[config.mk]
export PLATFORM = sky130hd
export DESIGN_NAME = ov5640_power_seq
export DESIGN_NICKNAME = d
export VERILOG_FILES = /design/src/rtl/ov5640_pwr_pkg.sv /design/src/rtl/sw_debounce.sv /design/src/rtl/ov5640_power_seq.sv
export SDC_FILE = /design/constraint.sdc
export NUM_CORES = 1
export LEC_CHECK = 0
export ABC_AREA = 0
export BUFFER_PORTS_ARGS = -buffer_cell sky130_fd_sc_hd__buf_4
export CAP_MARGIN = 0
export CORE_MARGIN = 3
export CORE_UTILIZATION = 55
export DETAILED_ROUTE_END_ITERATION = 6
export HOLD_SLACK_MARGIN = 0.08
export PLACE_DENSITY_LB_ADDON = 0.1
export SLEW_MARGIN = 20
export SYNTH_ARGS = -nofsm -noshare
export SYNTH_HDL_FRONTEND = slang
export SYNTH_SLANG_ARGS = --single-unit
[constraint.sdc]
create_clock -name sys_clk -period 2.55 [get_ports sys_clk]
set_input_delay 0.3825 -clock sys_clk [delete_from_list [all_inputs] [get_ports sys_clk]]
set_output_delay 0.3825 -clock sys_clk [all_outputs]
set_load 0.05 [all_outputs]
[src/rtl/ov5640_pwr_pkg.sv]
`default_nettype none
// ============================================================================
// Module      : ov5640_pwr_pkg
// Description : Shared types and constants for the OV5640 power sequencer.
//               Contents: the sequencer state enum, the default hold/timeout
//               counts (50 MHz sys_clk), and helpers that size counters.
// Revision    : 1.0 - initial release
// ============================================================================
package ov5640_pwr_pkg;

  typedef enum logic [2:0] {
    ST_OFF    = 3'd0,
    ST_PWDN   = 3'd1,
    ST_RST    = 3'd2,
    ST_SETTLE = 3'd3,
    ST_CFG    = 3'd4,
    ST_READY  = 3'd5,
    ST_FAULT  = 3'd6
  } pwr_state_t;

  // Datasheet timing at 50 MHz
  localparam int c_CNT_6MS_DEF     = 300_000;
  localparam int c_CNT_2MS_DEF     = 100_000;
  localparam int c_CNT_21MS_DEF    = 1_050_000;
  localparam int c_CFG_TIMEOUT_DEF = 5_000_000;
  localparam int c_DEBOUNCE_DEF    = 500_000;
  localparam int c_MAX_RETRY_DEF   = 3;

  // Largest of four counts; used to size the shared state counter
  function automatic int max_count(input int a, input int b, input int c, input int d);
    int m;
    m = a;
    if (b > m) m = b;
    if (c > m) m = c;
    if (d > m) m = d;
    return m;
  endfunction

  // Bits needed to hold values 0..n-1 (never less than one bit)
  function automatic int cnt_bits(input int n);
    return (n < 2) ? 1 : $clog2(n);
  endfunction

endpackage
`default_nettype wire

[src/rtl/sw_debounce.sv]
`default_nettype none
// ============================================================================
// Module      : sw_debounce
// Description : Two-flop synchronizer followed by a stability counter. The
//               output follows the synchronized input once it has held a new
//               value for DEBOUNCE consecutive cycles.
// Ports       : sys_clk   - system clock
//               sys_rst_n - asynchronous active-low reset
//               sw_async  - raw asynchronous switch input
//               sw_db     - debounced, synchronized switch level
// Revision    : 1.0 - initial release
// ============================================================================
module sw_debounce
  import ov5640_pwr_pkg::*;
#(
  parameter int DEBOUNCE = c_DEBOUNCE_DEF
) (
  input  logic sys_clk,
  input  logic sys_rst_n,
  input  logic sw_async,
  output logic sw_db
);

  localparam int                c_CNT_W = cnt_bits(DEBOUNCE);
  localparam logic [c_CNT_W-1:0] c_LAST = c_CNT_W'(DEBOUNCE - 1);

  logic               r_sync1;
  logic               r_sync2;
  logic               r_db;
  logic [c_CNT_W-1:0] r_cnt;

  // The counter only runs while the synchronized level differs from the
  // debounced one; any return to the old level restarts the run.
  always_ff @(posedge sys_clk or negedge sys_rst_n) begin
    if (!sys_rst_n) begin
      r_sync1 <= 1'b0;
      r_sync2 <= 1'b0;
      r_db    <= 1'b0;
      r_cnt   <= '0;
    end else begin
      r_sync1 <= sw_async;
      r_sync2 <= r_sync1;
      if (r_sync2 == r_db) begin
        r_cnt <= '0;
      end else if (r_cnt == c_LAST) begin
        r_db  <= r_sync2;
        r_cnt <= '0;
      end else begin
        r_cnt <= r_cnt + 1'b1;
      end
    end
  end

  assign sw_db = r_db;

endmodule
`default_nettype wire

[src/rtl/ov5640_power_seq.sv]
`default_nettype none
// ============================================================================
// Module      : ov5640_power_seq
// Description : OV5640 power-up / recovery sequencer. Drives PWDN and RESET
//               with datasheet timing, releases power_done to the camera
//               init stage, watches cfg_done and re-sequences on a stall up
//               to MAX_RETRY times before flagging a fault.
// Ports       : sys_clk, sys_rst_n   - clock, async active-low reset
//               sw_1                 - async camera power switch (1 = on)
//               cfg_done             - config complete (25 MHz domain, level)
//               ov5640_pwdn          - sensor power-down (1 = down)
//               ov5640_rst_n         - sensor reset, active-low
//               power_done           - release for camera init stage
//               cam_ready            - configured and ready
//               seq_fault            - retries exhausted
//               retry_cnt            - retries used since last OFF
// Revision    : 1.0 - initial release
// ============================================================================
module ov5640_power_seq
  import ov5640_pwr_pkg::*;
#(
  parameter int CNT_6MS     = c_CNT_6MS_DEF,
  parameter int CNT_2MS     = c_CNT_2MS_DEF,
  parameter int CNT_21MS    = c_CNT_21MS_DEF,
  parameter int CFG_TIMEOUT = c_CFG_TIMEOUT_DEF,
  parameter int DEBOUNCE    = c_DEBOUNCE_DEF,
  parameter int MAX_RETRY   = c_MAX_RETRY_DEF
) (
  input  logic       sys_clk,
  input  logic       sys_rst_n,
  input  logic       sw_1,
  input  logic       cfg_done,
  output logic       ov5640_pwdn,
  output logic       ov5640_rst_n,
  output logic       power_done,
  output logic       cam_ready,
  output logic       seq_fault,
  output logic [1:0] retry_cnt
);

  localparam int c_CNT_W = cnt_bits(max_count(CNT_6MS, CNT_2MS, CNT_21MS, CFG_TIMEOUT));

  // A timed state of N cycles exits when the counter reads N-1
  localparam logic [c_CNT_W-1:0] c_PWDN_LAST   = c_CNT_W'(CNT_6MS - 1);
  localparam logic [c_CNT_W-1:0] c_RST_LAST    = c_CNT_W'(CNT_2MS - 1);
  localparam logic [c_CNT_W-1:0] c_SETTLE_LAST = c_CNT_W'(CNT_21MS - 1);
  localparam logic [c_CNT_W-1:0] c_CFG_LAST    = c_CNT_W'(CFG_TIMEOUT - 1);
  localparam logic [1:0]         c_MAX_RETRY   = 2'(MAX_RETRY);

  logic               w_sw_db;
  logic               r_cfg_m;
  logic               r_cfg_s;
  pwr_state_t         r_state;
  pwr_state_t         w_state_nxt;
  logic [c_CNT_W-1:0] r_cnt;
  logic [1:0]         r_retry;
  logic [1:0]         w_retry_nxt;
  logic               r_pwdn;
  logic               r_rst_n;
  logic               r_power_done;
  logic               r_cam_ready;
  logic               r_fault;

  sw_debounce #(
    .DEBOUNCE (DEBOUNCE)
  ) u_sw_debounce (
    .sys_clk   (sys_clk),
    .sys_rst_n (sys_rst_n),
    .sw_async  (sw_1),
    .sw_db     (w_sw_db)
  );

  // cfg_done is a level from the 25 MHz domain; a plain 2-flop sync suffices
  always_ff @(posedge sys_clk or negedge sys_rst_n) begin
    if (!sys_rst_n) begin
      r_cfg_m <= 1'b0;
      r_cfg_s <= 1'b0;
    end else begin
      r_cfg_m <= cfg_done;
      r_cfg_s <= r_cfg_m;
    end
  end

  // Next-state logic. Switch-off overrides everything so a power-off aborts
  // the sequence from any state. In CFG a seen cfg_s beats a coincident
  // timeout.
  always_comb begin
    w_state_nxt = r_state;
    w_retry_nxt = r_retry;
    if (!w_sw_db) begin
      w_state_nxt = ST_OFF;
    end else begin
      case (r_state)
        ST_OFF:    w_state_nxt = ST_PWDN;
        ST_PWDN:   if (r_cnt == c_PWDN_LAST)   w_state_nxt = ST_RST;
        ST_RST:    if (r_cnt == c_RST_LAST)    w_state_nxt = ST_SETTLE;
        ST_SETTLE: if (r_cnt == c_SETTLE_LAST) w_state_nxt = ST_CFG;
        ST_CFG: begin
          if (r_cfg_s) begin
            w_state_nxt = ST_READY;
          end else if (r_cnt == c_CFG_LAST) begin
            if (r_retry < c_MAX_RETRY) begin
              w_retry_nxt = r_retry + 2'd1;
              w_state_nxt = ST_PWDN;
            end else begin
              w_state_nxt = ST_FAULT;
            end
          end
        end
        ST_READY:  w_state_nxt = ST_READY;
        ST_FAULT:  w_state_nxt = ST_FAULT;
        default:   w_state_nxt = ST_OFF;
      endcase
    end
    if (w_state_nxt == ST_OFF) begin
      w_retry_nxt = 2'd0;
    end
  end

  // State, shared counter and outputs all update on the same edge; outputs
  // are decoded from the next state so nothing lags the state register.
  always_ff @(posedge sys_clk or negedge sys_rst_n) begin
    if (!sys_rst_n) begin
      r_state      <= ST_OFF;
      r_cnt        <= '0;
      r_retry      <= 2'd0;
      r_pwdn       <= 1'b1;
      r_rst_n      <= 1'b0;
      r_power_done <= 1'b0;
      r_cam_ready  <= 1'b0;
      r_fault      <= 1'b0;
    end else begin
      r_state      <= w_state_nxt;
      r_cnt        <= (w_state_nxt != r_state) ? '0 : r_cnt + 1'b1;
      r_retry      <= w_retry_nxt;
      r_pwdn       <= (w_state_nxt inside {ST_OFF, ST_PWDN, ST_FAULT});
      r_rst_n      <= (w_state_nxt inside {ST_SETTLE, ST_CFG, ST_READY});
      r_power_done <= (w_state_nxt inside {ST_CFG, ST_READY});
      r_cam_ready  <= (w_state_nxt == ST_READY);
      r_fault      <= (w_state_nxt == ST_FAULT);
    end
  end

  assign ov5640_pwdn  = r_pwdn;
  assign ov5640_rst_n = r_rst_n;
  assign power_done   = r_power_done;
  assign cam_ready    = r_cam_ready;
  assign seq_fault    = r_fault;
  assign retry_cnt    = r_retry;

endmodule
`default_nettype wire

==> summary.md <==
| Metric | Value |
|---|---|
| Initial Util | 57.45% |
| Max stage delay cell, worst path | or4_4 |
| Yosys reg bits | 57 |
| Via count | roughly 2,400 |
| TritonCTS clock tree | built |
| Sequential element share of the synthesized area | 48.35% |
| Final instance area | around 0.0036 mm² |
| Power per standard cell area | roughly 540 mW/mm² |
| IO Count | 11 |
| H-tree depth | 3 |
| Ys async rst share | between 90% and 100% |
| CTS Root Cell | clkbuf_8 |
| Synth cell types | between 40 and 50 |
| FP Rows | 26 |
| Pins Over Slew Limit | 0 |
| Die area | ~0.0063 mm² |
| Critical path class | flip-flop to flip-flop |
| Worst-Margin Slew | ~700 ps |
| GRT Overall Usage | 23.04% |
| Vias in the first global route | between 2,000 and 2,500 |
| Family with the most delay on the worst path | simple AND/OR/NAND/NOR gates |
| CP cell instances | or3_4, or4_4, o41ai_4, a211oi_2, o311ai_4, buf_6, nor4bb_2 |
| Filler cell count | ~420 |
| Dpl hpwl | about 4200 µm |
| Synth Flop Type | dfrtp_1 |
| Syn nets | between 300 and 400 |
| Worst VDD drop | roughly 0.48 mV |
| RePlAce Congestion | 0.8430 |
| Hold Fails Final Rpt | 0 |
| Fin crit period | between 2000 and 3000 ps |
| Synth warn | 0 |
| Aggregate routed wire length | roughly 6500 µm |
| Cells after Synth | between 300 and 400 |
| Syn-to-layout area delta | 21.14% |
| Critical Path Sink Type | flip-flop |
| Overall die width | between 70 and 80 µm |
| Status | completed |
| Final period utilization | a little over nine tenths |
| Count of input and output buffers | 10 |
| Initial antenna violation count | 0 |
| Nets | ~350 |
| Clk pin slew, worst setup/hold paths | 70 ps |
| Int Pwr | ~1500 µW |
| Hold-fix buffers, CTS | 0 |
| Worst hold-check path type | input port to asynchronous set/reset pin |
| Sequential Power Share | around 48% |
| Net Sw Frac | between 20% and 30% |
| Clock Sinks | between 50 and 60 |
| Crit path largest cell delay | ~600 ps |
| Pleak | roughly 0.0016 µW |
| CP max FO | 7 |
| CP required | approximately 2800 ps |
| First-pass GRT wire length | 11,100 µm |
| Total net switching power | between 400 and 500 µW |
| Cell Area, Synth | slightly below 0.003 mm² |
| DRC | 0 |
| DR WL/cell | ~16 µm |
| Max Freq | roughly 400 MHz |
| Post-placement cell area | between 0.003 and 0.004 mm² |
| Clk_skew | just under 9 ps |
| Post-Syn Area per Cell | slightly below 10 µm² |
| R2R Setup Slk | between 40 and 50 ps |
| Clock Latency Late Sink | approximately 340 ps |
| N_diodes | 0 |
| Setup TNS | 0 ps |
| Bufs and invs on worst path | 1 |
| Core area | approximately 0.005 mm² |
| Pre-antenna DRT Iters | 6 |
| Max Cap Violations | 0 |
| Final setup vio count | 0 |
| Comb pwr share | ~1.9% |
| Routed Antenna Nets | 0 |
| Total CTS buffers | 9 |
| CTS Buffer Depth | 2 |
| Grt ovf | 0 |
| CP Launch Type | flip-flop |
| 1st-iter DRT viols | 164 |
| Slew Limit Headroom | a little over half |
| Post-synth EDFFs | 0 |
| Die H | between 70 and 80 µm |
| Clock network fraction of total power | approximately half |
| Largest net degree at the start of global routing | 58 |
| WP data arrival | between 2000 and 3000 ps |
| Vias/cell | 5.681 |
| Layout cells sized above 1 | 22.19% |
## layout make-up
cell class | instances | area, µm² | area share, %
Timing Repair Buffer | 33 | 259.0 | 7.240
Sequential cell | 57 | 1428 | 39.91
Inverter | 7 | 26.28 | 0.7345
Clock inverter | 6 | 90.09 | 2.518
Multi-Input combinational cell | 234 | 1549 | 43.30
Tap cell | 70 | 87.58 | 2.448
Clock buffer | 10 | 137.6 | 3.847
## kinds of logic (layout without fill, tap and decap cells)
logic type | count (synthesis) | in the layout | synth area share (%)
mux | 1 | 1 | 0.3390
compound gates | 15 | 15 | 4.662
fa+ha+maj | 3 | 3 | 1.271
simple gates | 175 | 175 | 30.97
flops | 57 | 57 | 48.35
buf+inv | 16 | 56 | 2.543
xor+xnor | 40 | 40 | 11.86
## cell usage in the layout, fill, tap and decap left out, types with 7 or more instances in the layout
cell / n
xnor2_1: 19
xor2_1: 21
nand3_1: 28
nor2_1: 52
inv_1: 7
clkbuf_8: 10
nand2_1: 23
nand4_1: 8
buf_4: 30
dfrtp_1: 56
nor3_1: 11
## Yosys cell counts, types with 3 or more instances
master,n,area share [%]
and2_1,4,0.85
and3_1,5,1.1
and4_1,4,1.2
clkbuf_1,5,0.64
dfrtp_1,56,47
ha_1,3,1.3
inv_1,7,0.89
nand2_1,23,2.9
nand2b_1,4,0.85
nand3_1,28,4.7
nand4_1,8,1.7
nand4bb_1,3,1.1
nor2_1,52,6.6
nor2_2,5,1.1
nor3_1,11,1.9
nor4_1,9,1.9
nor4bb_1,3,1.0
o21ai_0,4,0.68
or2_2,3,0.64
or3_1,3,0.64
xnor2_1,19,5.6
xor2_1,21,6.2
## power groups by stage
stage / Sequential, µW / Combinational [µW] / Clock [µW]
detailed placement: 933 / 36.2 / 0
global placement: 933 / 35.7 / 0
finish: 917 / 35.7 / 962
CTS: 916 / 36.6 / 970
floorplan: 932 / 13.3 / 0
global route: 917 / 42.8 / 1020
## worst reg2reg max path, stage by stage (launching register included)
cell	delay (ps)
dfrtp_1	380
or3_4	400
or4_4	600
o41ai_4	240
a211oi_2	140
o311ai_4	380
buf_6	190
nor4bb_2	50
## through the flow
step                setup WS [ps]  cells  util (%)  power (µW)  hold WS, ps
floorplan                   117.3    307         -       945.7        86.91
global placement            33.79    399     62.73       968.7        333.0
detailed placement          24.59    399     62.73       969.4        340.2
CTS                        -22.94    415     67.67        1923        123.0
global route               -12.18    417     69.60        1984        139.4
finish                      48.20    417     69.60        1914        81.94
## what timing repair did
| item | CTS | global route |
|---|---|---|
| gates cloned | 0 | 1 |
| buffers inserted | 0 | 1 |
| setup endpoints to repair | 4 | 27 |
| pin swaps | 1 | 5 |
| gates resized for setup | 3 | 17 |
## routing by layer
layer  track usage, %  up-vias  routed length (µm)
met5                0        -                   0
met2            38.13       63                3268
li1                 -     1137                   -
met1            29.70     1157                2896
met4            9.622        0                 127
met3            4.195       12                 239
## final timing paths
path                       startpoint                      end  cells after the start
max reg2reg                 r_cnt[21]                 r_cnt[0]                      7
max                         r_cnt[21]                 r_cnt[0]                      7
max in group asynchronous   sys_rst_n  u_sw_debounce.r_cnt[14]                      1
min in group sys_clk             sw_1    u_sw_debounce.r_sync1                      1
min reg2reg                   r_cfg_m                  r_cfg_s                      0
min                         sys_rst_n                r_cnt[13]                      1
## registers in the layout (all words and copies together) (netlist names)
register and cells:
u_sw_debounce.sw_db 1, r_state 3, ov5640_pwdn 1, cam_ready 1
retry_cnt 2, u_sw_debounce.r_sync1 1, r_cfg_s 1, u_sw_debounce.r_sync2 1
ov5640_rst_n 1, seq_fault 1, power_done 1, r_cnt 23
r_cfg_m 1, u_sw_debounce.r_cnt 19
No activity file was read; power rests on OpenSTA's default activity.
